<file path="config.mk">
export PLATFORM = sky130hd
export DESIGN_NAME = muldiv_unit_flat
export DESIGN_NICKNAME = d
export VERILOG_FILES = /design/src/rtl/muldiv_pkg.sv /design/src/rtl/muldiv_if.sv /design/src/rtl/muldiv_step.sv /design/src/rtl/muldiv_unit.sv /design/src/flat_wrapper.sv
export SDC_FILE = /design/constraint.sdc
export NUM_CORES = 1
export LEC_CHECK = 0
export CAP_MARGIN = 10
export CORE_MARGIN = 3
export CORE_UTILIZATION = 25
export DETAILED_ROUTE_END_ITERATION = 12
export PLACE_DENSITY = 0.43
export SLEW_MARGIN = 5
export SYNTH_ARGS = -nofsm -noshare
export SYNTH_HDL_FRONTEND = slang
export SYNTH_HIERARCHICAL = 1
export SYNTH_SLANG_ARGS = --single-unit
</file>
<file path="constraint.sdc">
create_clock -name clk -period 6.42 [get_ports clk]
set_input_delay 1.284 -clock clk [delete_from_list [all_inputs] [get_ports clk]]
set_output_delay 1.284 -clock clk [all_outputs]
set_load 0.1 [all_outputs]
</file>
<file path="src/rtl/muldiv_pkg.sv">
// Shared types and op-decoding helpers for the iterative RV32M multiply/divide unit.
package muldiv_pkg;

  typedef enum logic [2:0] {
    MUL    = 3'd0,
    MULH   = 3'd1,
    MULHSU = 3'd2,
    MULHU  = 3'd3,
    DIV    = 3'd4,
    DIVU   = 3'd5,
    REM    = 3'd6,
    REMU   = 3'd7
  } md_op_e;

  typedef enum logic [1:0] {
    IDLE = 2'd0,
    CALC = 2'd1,
    DONE = 2'd2
  } state_e;

  function automatic logic is_signed_a(input md_op_e op);
    return op inside {MULH, MULHSU, DIV, REM};
  endfunction

  function automatic logic is_signed_b(input md_op_e op);
    return op inside {MULH, DIV, REM};
  endfunction

  function automatic logic is_div(input md_op_e op);
    return op inside {DIV, DIVU, REM, REMU};
  endfunction

  function automatic logic is_high(input md_op_e op);
    return op inside {MULH, MULHSU, MULHU};
  endfunction

  function automatic logic is_rem(input md_op_e op);
    return op inside {REM, REMU};
  endfunction

endpackage

</file>
<file path="src/rtl/muldiv_if.sv">
// Operand/result bundle between the execute stage and the multiply/divide unit.
interface muldiv_if #(
  parameter int WIDTH = 32
);
  // Both channels transfer on a cycle where valid && ready; the producer holds its
  // payload stable while valid is high and ready is low.
  logic             in_valid;
  logic             in_ready;
  logic [2:0]       MD_Operation;
  logic [WIDTH-1:0] Data1;
  logic [WIDTH-1:0] Data2;
  logic             out_valid;
  logic             out_ready;
  logic [WIDTH-1:0] MD_result;
  logic             ZERO;

  modport master (
    output in_valid, MD_Operation, Data1, Data2, out_ready,
    input  in_ready, out_valid, MD_result, ZERO
  );

  modport slave (
    input  in_valid, MD_Operation, Data1, Data2, out_ready,
    output in_ready, out_valid, MD_result, ZERO
  );
endinterface

</file>
<file path="src/rtl/muldiv_step.sv">
// One radix-2 iteration: shift-add for multiply, restoring shift-subtract for divide.
module muldiv_step #(
  parameter int WIDTH = 32
) (
  input  logic             is_div,
  input  logic [WIDTH-1:0] hi,
  input  logic [WIDTH-1:0] lo,
  input  logic [WIDTH-1:0] opd,
  output logic [WIDTH-1:0] hi_n,
  output logic [WIDTH-1:0] lo_n
);
  logic [WIDTH:0] sum;
  logic [WIDTH:0] shifted;
  logic [WIDTH:0] diff;

  // Divide: hi is the partial remainder, lo shifts dividend bits out and quotient bits in.
  // Multiply: {hi,lo} is the running product, lo's LSB selects the add.
  always_comb begin
    sum     = {1'b0, hi} + (lo[0] ? {1'b0, opd} : '0);
    shifted = {hi, lo[WIDTH-1]};
    diff    = shifted - {1'b0, opd};
    if (is_div) begin
      if (!diff[WIDTH]) begin
        hi_n = diff[WIDTH-1:0];
        lo_n = {lo[WIDTH-2:0], 1'b1};
      end else begin
        hi_n = shifted[WIDTH-1:0];
        lo_n = {lo[WIDTH-2:0], 1'b0};
      end
    end else begin
      hi_n = sum[WIDTH:1];
      lo_n = {sum[0], lo[WIDTH-1:1]};
    end
  end
endmodule

</file>
<file path="src/rtl/muldiv_unit.sv">
// Iterative RV32M multiply/divide unit: one radix-2 step per cycle on unsigned
// magnitudes, sign fix-up on the last step, RISC-V results for /0 and overflow.
module muldiv_unit
  import muldiv_pkg::*;
#(
  parameter int WIDTH = 32
) (
  input  logic    clk,
  input  logic    rst_n,
  input  logic    flush,
  muldiv_if.slave md,
  output state_e  dbg_state
);
  localparam int               CNT_W   = $clog2(WIDTH + 1);
  localparam logic [WIDTH-1:0] MIN_NEG = {1'b1, {(WIDTH-1){1'b0}}};

  state_e             state, state_n;
  logic [CNT_W-1:0]   cnt, cnt_n;
  md_op_e             op_q, op_n, op_in;
  logic               sa_q, sa_n, sb_q, sb_n, sa_in, sb_in;
  logic [WIDTH-1:0]   hi, hi_n, lo, lo_n, opd, opd_n, res, res_n;
  logic [WIDTH-1:0]   a_mag, b_mag, step_hi, step_lo;
  logic [WIDTH-1:0]   quo_s, rem_s, final_res;
  logic [2*WIDTH-1:0] prod, prod_s;
  logic               accept;

  assign md.in_ready  = (state == IDLE) && !flush;
  assign md.out_valid = (state == DONE);
  assign md.MD_result = res;
  assign md.ZERO      = (state == DONE) && (res == '0);
  assign dbg_state    = state;

  assign accept = md.in_valid && md.in_ready;
  assign op_in  = md_op_e'(md.MD_Operation);
  assign sa_in  = is_signed_a(op_in) && md.Data1[WIDTH-1];
  assign sb_in  = is_signed_b(op_in) && md.Data2[WIDTH-1];
  // The most-negative value negates to itself, which is its correct unsigned magnitude.
  assign a_mag  = sa_in ? -md.Data1 : md.Data1;
  assign b_mag  = sb_in ? -md.Data2 : md.Data2;

  muldiv_step #(.WIDTH(WIDTH)) u_step (
    .is_div (is_div(op_q)),
    .hi     (hi),
    .lo     (lo),
    .opd    (opd),
    .hi_n   (step_hi),
    .lo_n   (step_lo)
  );

  assign prod   = {step_hi, step_lo};
  assign prod_s = (sa_q ^ sb_q) ? -prod : prod;
  assign quo_s  = (sa_q ^ sb_q) ? -step_lo : step_lo;
  assign rem_s  = sa_q ? -step_hi : step_hi;

  always_comb begin
    if (is_div(op_q)) final_res = is_rem(op_q) ? rem_s : quo_s;
    else              final_res = is_high(op_q) ? prod_s[2*WIDTH-1:WIDTH] : prod_s[WIDTH-1:0];
  end

  always_ff @(posedge clk or negedge rst_n) begin
    if (!rst_n) begin
      state <= IDLE;
      cnt   <= '0;
      op_q  <= MUL;
      sa_q  <= 1'b0;
      sb_q  <= 1'b0;
      hi    <= '0;
      lo    <= '0;
      opd   <= '0;
      res   <= '0;
    end else begin
      state <= state_n;
      cnt   <= cnt_n;
      op_q  <= op_n;
      sa_q  <= sa_n;
      sb_q  <= sb_n;
      hi    <= hi_n;
      lo    <= lo_n;
      opd   <= opd_n;
      res   <= res_n;
    end
  end

  always_comb begin
    state_n = state;
    cnt_n   = cnt;
    op_n    = op_q;
    sa_n    = sa_q;
    sb_n    = sb_q;
    hi_n    = hi;
    lo_n    = lo;
    opd_n   = opd;
    res_n   = res;
    case (state)
      IDLE: begin
        if (accept) begin
          op_n  = op_in;
          sa_n  = sa_in;
          sb_n  = sb_in;
          hi_n  = '0;
          cnt_n = CNT_W'(WIDTH);
          lo_n  = is_div(op_in) ? a_mag : b_mag;
          opd_n = is_div(op_in) ? b_mag : a_mag;
          if (is_div(op_in) && (md.Data2 == '0)) begin
            res_n   = is_rem(op_in) ? md.Data1 : '1;
            state_n = DONE;
          end else if (is_div(op_in) && is_signed_a(op_in) &&
                       (md.Data1 == MIN_NEG) && (md.Data2 == '1)) begin
            res_n   = is_rem(op_in) ? '0 : md.Data1;
            state_n = DONE;
          end else begin
            state_n = CALC;
          end
        end
      end
      CALC: begin
        hi_n  = step_hi;
        lo_n  = step_lo;
        cnt_n = cnt - CNT_W'(1);
        if (cnt == CNT_W'(1)) begin
          res_n   = final_res;
          state_n = DONE;
        end
      end
      DONE: begin
        if (md.out_ready) state_n = IDLE;
      end
      default: state_n = IDLE;
    endcase
    if (flush) state_n = IDLE;
  end

endmodule

</file>
<file path="src/flat_wrapper.sv">
// flat-port wrapper written by rule: the top's interface ports become plain ports
module muldiv_unit_flat import muldiv_pkg::*;
#(
  parameter int WIDTH = 32
)
  (clk, rst_n, flush, dbg_state, md_in_valid, md_MD_Operation, md_Data1, md_Data2, md_out_ready, md_in_ready, md_out_valid, md_MD_result, md_ZERO);
  muldiv_if #(.WIDTH(WIDTH)) md_i ();
  input  logic clk;
  input  logic rst_n;
  input  logic flush;
  output state_e dbg_state;
  input wire logic [$bits(md_i.in_valid)-1:0] md_in_valid;
  input wire logic [$bits(md_i.MD_Operation)-1:0] md_MD_Operation;
  input wire logic [$bits(md_i.Data1)-1:0] md_Data1;
  input wire logic [$bits(md_i.Data2)-1:0] md_Data2;
  input wire logic [$bits(md_i.out_ready)-1:0] md_out_ready;
  output wire logic [$bits(md_i.in_ready)-1:0] md_in_ready;
  output wire logic [$bits(md_i.out_valid)-1:0] md_out_valid;
  output wire logic [$bits(md_i.MD_result)-1:0] md_MD_result;
  output wire logic [$bits(md_i.ZERO)-1:0] md_ZERO;
  assign md_i.in_valid = md_in_valid;
  assign md_i.MD_Operation = md_MD_Operation;
  assign md_i.Data1 = md_Data1;
  assign md_i.Data2 = md_Data2;
  assign md_i.out_ready = md_out_ready;
  assign md_in_ready = md_i.in_ready;
  assign md_out_valid = md_i.out_valid;
  assign md_MD_result = md_i.MD_result;
  assign md_ZERO = md_i.ZERO;
  muldiv_unit #(.WIDTH(WIDTH)) u_core (.clk(clk), .rst_n(rst_n), .flush(flush), .md(md_i), .dbg_state(dbg_state));
endmodule
</file>
==> run_summary.xml, run 1 <==
<?xml version="1.0" encoding="UTF-8"?>
<metrics>
  <group name="status">
    <metric name="outcome" unit="">complete, no violations</metric>
  </group>
  <group name="layout">
    <metric name="layout.nets" unit="">2377</metric>
    <metric name="fraction_of_final_layout_cells_with_drive_strength_greater_than_1" unit="">0.100</metric>
    <metric name="fin_cells" unit="">3093</metric>
    <metric name="synthToLayoutAreaGrowth" unit="%">17.4</metric>
    <metric name="n_fill_cell" unit="">6875</metric>
    <metric name="design_area" unit="mm^2">0.0189</metric>
  </group>
  <group name="placement">
    <metric name="postPlaceCellArea" unit="mm^2">0.0182</metric>
    <metric name="placed_cell_count" unit="">3055</metric>
    <metric name="gp_congestion" unit="">0.997</metric>
    <metric name="port_buffers" unit="">108</metric>
    <metric name="dp_hpwl" unit="um">66100</metric>
  </group>
  <group name="setup_path">
    <metric name="req_time_crit_path" unit="ns">6.77</metric>
    <metric name="max_stage_delay" unit="ns">0.63</metric>
    <metric name="timing.critical_path.mode_cell" unit="">buf_4</metric>
    <metric name="timing.critical_path.cells" unit="">inv_1 -&gt; ha_1 -&gt; fa_1 -&gt; nor2b_1 -&gt; o31ai_1 -&gt; a21o_1 -&gt; o211ai_4 -&gt; a31oi_4 -&gt; o211ai_4 -&gt; buf_4 -&gt; buf_4 -&gt; o221ai_1 -&gt; nor4_1 -&gt; buf_4 -&gt; nand3_1 -&gt; nor4_1 -&gt; buf_4 -&gt; mux2i_1 -&gt; o211ai_1 -&gt; nor2_1 -&gt; o31ai_1</metric>
    <metric name="path_delay_family" unit="">compound AO/OA/AOI/OAI gates</metric>
    <metric name="r2r_setup_slack" unit="ns">0.24</metric>
    <metric name="worst-path-max-fanout" unit="">19</metric>
    <metric name="critical_path.slowest_cell" unit="">nor4_1</metric>
    <metric name="cp_data_arrival_time" unit="ns">6.53</metric>
    <metric name="critical_path.endpoint_type" unit="">flop</metric>
    <metric name="crit_buf_inv" unit="">5</metric>
    <metric name="path_class" unit="">flop to flop</metric>
    <metric name="crit_path_launch_type" unit="">flop</metric>
  </group>
  <group name="timing">
    <metric name="slew-limit-headroom" unit="">0.231</metric>
    <metric name="post_route_skew" unit="ns">0.0194</metric>
    <metric name="final_max_slew_viol_count" unit="">0</metric>
    <metric name="finalCriticalPeriod" unit="ns">6.18</metric>
    <metric name="setup_tns" unit="ns">0</metric>
    <metric name="max_freq" unit="GHz">0.162</metric>
    <metric name="hold-worst-slack" unit="ns">0.480</metric>
    <metric name="tightest_slew" unit="ns">1.15</metric>
    <metric name="report.final.setup_viol" unit="">0</metric>
    <metric name="period_share" unit="">0.962</metric>
    <metric name="finalHoldViolCount" unit="">0</metric>
  </group>
  <group name="cts">
    <metric name="clk_latency" unit="ns">0.49</metric>
    <metric name="htree_num_levels" unit="">4</metric>
    <metric name="cts.sinks" unit="">141</metric>
    <metric name="cts_root_buf" unit="">clkbuf_16</metric>
    <metric name="cts_max_path_buffers" unit="">2</metric>
    <metric name="cts_tree" unit="">built</metric>
    <metric name="cts.clk_slew.worst_paths" unit="ns">0.07</metric>
    <metric name="cts_buffers" unit="">17</metric>
  </group>
  <group name="synth">
    <metric name="syn-num-nets" unit="">2314</metric>
    <metric name="synth_top_cells_by_area" unit="">dfrtp_1, nand2_1, ha_1</metric>
    <metric name="yosysWarningCount" unit="">6</metric>
    <metric name="synth-edff-count" unit="">0</metric>
    <metric name="synthesis.area_per_instance" unit="um^2">7.42</metric>
    <metric name="synth_flop_cell" unit="">dfrtp_1</metric>
    <metric name="yosys_register_bits" unit="">141</metric>
    <metric name="synth.top_cell.area_share" unit="">0.219</metric>
    <metric name="synthDominantAreaCellType" unit="">dfrtp_1</metric>
    <metric name="post_synth_num_cell_types" unit="">88</metric>
    <metric name="top_count_cell_post_synth" unit="">nand2_1</metric>
    <metric name="mappedNetlistArea" unit="mm^2">0.0161</metric>
    <metric name="post_synthesis_sequential_area_ratio" unit="">0.219</metric>
    <metric name="synth.cells.most_frequent" unit="">nand2_1, nor2_1, o21ai_0</metric>
    <metric name="post_synth_inst_count" unit="">2169</metric>
    <metric name="ffs_w_async_s_r_synth" unit="">1.00</metric>
  </group>
  <group name="routing">
    <metric name="route.met2.wl" unit="um">38300</metric>
    <metric name="first_pass_iters" unit="">5</metric>
    <metric name="drt.antenna.violating_nets" unit="">0</metric>
    <metric name="detail_route.wl_per_cell" unit="um">27.1</metric>
    <metric name="routed_via_density" unit="">5.81</metric>
    <metric name="drtIter0Drc" unit="">2086</metric>
    <metric name="met3_length" unit="um">5570</metric>
    <metric name="drc" unit="">0</metric>
    <metric name="drt-total-wl" unit="um">83700</metric>
    <metric name="detail_route.wirelength.met1" unit="um">37100</metric>
    <metric name="top_signal_layer_used" unit="">met5</metric>
    <metric name="vias" unit="">17971</metric>
  </group>
  <group name="global_route">
    <metric name="grt_pass1_wl" unit="um">121000</metric>
    <metric name="grt_pass1_vias" unit="">16905</metric>
    <metric name="grt_start_max_net_pins" unit="">94</metric>
    <metric name="grt_overflow" unit="">0</metric>
    <metric name="antenna_found_initial" unit="">3</metric>
    <metric name="track_usage" unit="">0.244</metric>
  </group>
  <group name="floorplan">
    <metric name="die_area" unit="mm^2">0.0674</metric>
    <metric name="die-height" unit="um">260</metric>
    <metric name="dieWidth" unit="um">260</metric>
    <metric name="fp-row-count" unit="">92</metric>
    <metric name="io_pins" unit="">109</metric>
    <metric name="core_area" unit="mm^2">0.0634</metric>
    <metric name="initial_utilization" unit="">0.254</metric>
  </group>
  <group name="pwr">
    <metric name="worst_supply_voltage_drop_on_vdd" unit="mV">0.306</metric>
    <metric name="power.leakage" unit="nW">7.48</metric>
    <metric name="power_per_cell_area" unit="mW/mm^2">681</metric>
  </group>
  <group name="min_path">
    <metric name="hold_path_class" unit="">flop to flop</metric>
  </group>
  <group name="job">
    <metric name="max-cap-violations" unit="">0</metric>
  </group>
</metrics>
[cell usage in the layout (no fill, tap or decap), drive strengths merged, types with 27 or more instances in the layout]
master           n
a21o            38
o21ai          189
a21oi          168
o31ai           47
inv             71
mux2            41
nand4           38
nand3           47
o21a            30
xnor2           73
and2            44
nor3            91
a211oi          27
ha              71
nor2           177
buf             89
dfrtp          141
clkdlybuf4s50  106
nand2          243
xor2            73
nor4            54
[sequential cells by signal, indices dropped and copies added (netlist names)]
register             flops
u_core/hi               32
u_core/dbg_state         2
u_core/op_q              3
u_core/cnt               6
u_core/opd              32
u_core/lo               32
u_core/sa_q              1
u_core/md.MD_result     32
u_core/sb_q              1
[cells by family (layout without fill, tap and decap cells)]
logic type | count (synthesis) | in the layout | synth area share
xor+xnor | 146 | 146 | 0.0795
mux | 58 | 58 | 0.0393
other cells | 0 | 2 | 0
flops | 141 | 141 | 0.219
compound gates | 721 | 721 | 0.301
simple gates | 812 | 812 | 0.247
buf+inv | 218 | 294 | 0.0565
fa+ha+maj | 73 | 73 | 0.0577
[final timing paths]
check                           cells after the start                                  end                       from
worst max-delay path                               21  u_core/md.MD_result[28]$_DFFE_PN0P_  u_core/lo[31]$_DFFE_PN0P_
worst min-delay path                                1            u_core/cnt[5]$_DFFE_PN0P_  u_core/cnt[5]$_DFFE_PN0P_
worst max register to register                     21  u_core/md.MD_result[28]$_DFFE_PN0P_  u_core/lo[31]$_DFFE_PN0P_
worst min register to register                      1            u_core/cnt[5]$_DFFE_PN0P_  u_core/cnt[5]$_DFFE_PN0P_
max in group asynchronous                           2             u_core/lo[6]$_DFFE_PN0P_                      rst_n
min in group asynchronous                           1             u_core/hi[8]$_DFFE_PN0P_                      rst_n
[stage by stage]
stage / utilization / total power, W / setup WS, ns
after floorplan: - / 0.00795 / 0.901
after detailed placement: 0.287 / 0.0115 / 0.181
after CTS: 0.297 / 0.0126 / 0.129
final: 0.298 / 0.0129 / 0.243
after global routing: 0.298 / 0.0135 / -0.00909
after global placement: 0.287 / 0.0116 / 0.295
[power by group]
part | total, W | internal, W | switching (W)
registers | 0.00180 | 0.00128 | 0.000518
logic | 0.0100 | 0.00317 | 0.00686
clock network | 0.00103 | 0.000564 | 0.000471
total | 0.0129 | 0.00501 | 0.00784
[worst register-to-register path, cell delays in order (launching register included)]
cell and delay [ns]:
dfrtp_1 0.39, inv_1 0.07, ha_1 0.23, fa_1 0.42, nor2b_1 0.16, o31ai_1 0.12
a21o_1 0.24, o211ai_4 0.32, a31oi_4 0.18, o211ai_4 0.48, buf_4 0.36, buf_4 0.20
o221ai_1 0.46, nor4_1 0.50, buf_4 0.19, nand3_1 0.35, nor4_1 0.63, buf_4 0.23
mux2i_1 0.17, o211ai_1 0.11, nor2_1 0.16, o31ai_1 0.09
[repair_timing]
action | in CTS | in global routing
setup buffers | 0 | 4
hold buffers | 0 | 0
resized for setup | 0 | 6
endpoints found under the setup margin | 0 | 10
[routing by layer]
metal  vias to the layer above  track usage
met5                         -            0
met4                         4       0.0836
met3                       111       0.0402
met2                       766        0.392
met1                      8877        0.330
li1                       8213            -
[final cells by class]
type	count	area (um^2)	area share
multi-input cells	1810	11700	0.621
diodes	2	5.00	0.000265
clock buffers	20	457	0.0242
clock inverters	12	128	0.00676
inverters	67	251	0.0133
well taps	846	1060	0.0560
repair buffers	195	1730	0.0916
flip-flops and latches	141	3530	0.187
Note: power is estimated with default switching activity, not from simulation.
==> inputs of run 2 (changes only) <==
==> constraint.sdc (replaced) <==
create_clock -name clk -period 6.42 [get_ports clk]
set_input_delay 1.284 -clock clk [delete_from_list [all_inputs] [get_ports clk]]
set_output_delay 1.284 -clock clk [all_outputs]
set_load 0.05 [all_outputs]
==> results of run 2 <==
Same layout as run 1 (identical final DEF). Status: complete, no violations.
Main changes from that run: total power 0.0129 W -> 0.0125 W
==> inputs of run 3 (changes only) <==
--- a/config.mk
+++ b/config.mk
@@ -5,9 +5,11 @@
 export SDC_FILE = /design/constraint.sdc
 export NUM_CORES = 1
 export LEC_CHECK = 0
+export ABC_CLOCK_PERIOD_IN_PS = 6420
 export CAP_MARGIN = 10
 export CORE_MARGIN = 3
 export CORE_UTILIZATION = 25
+export CTS_CLUSTER_DIAMETER = 100
 export DETAILED_ROUTE_END_ITERATION = 12
 export PLACE_DENSITY = 0.43
 export SLEW_MARGIN = 5
==> results of run 3 <==
Same layout as run 1 (identical final DEF). Status: complete, no violations.
Main changes from that run: total power 0.0129 W -> 0.0125 W
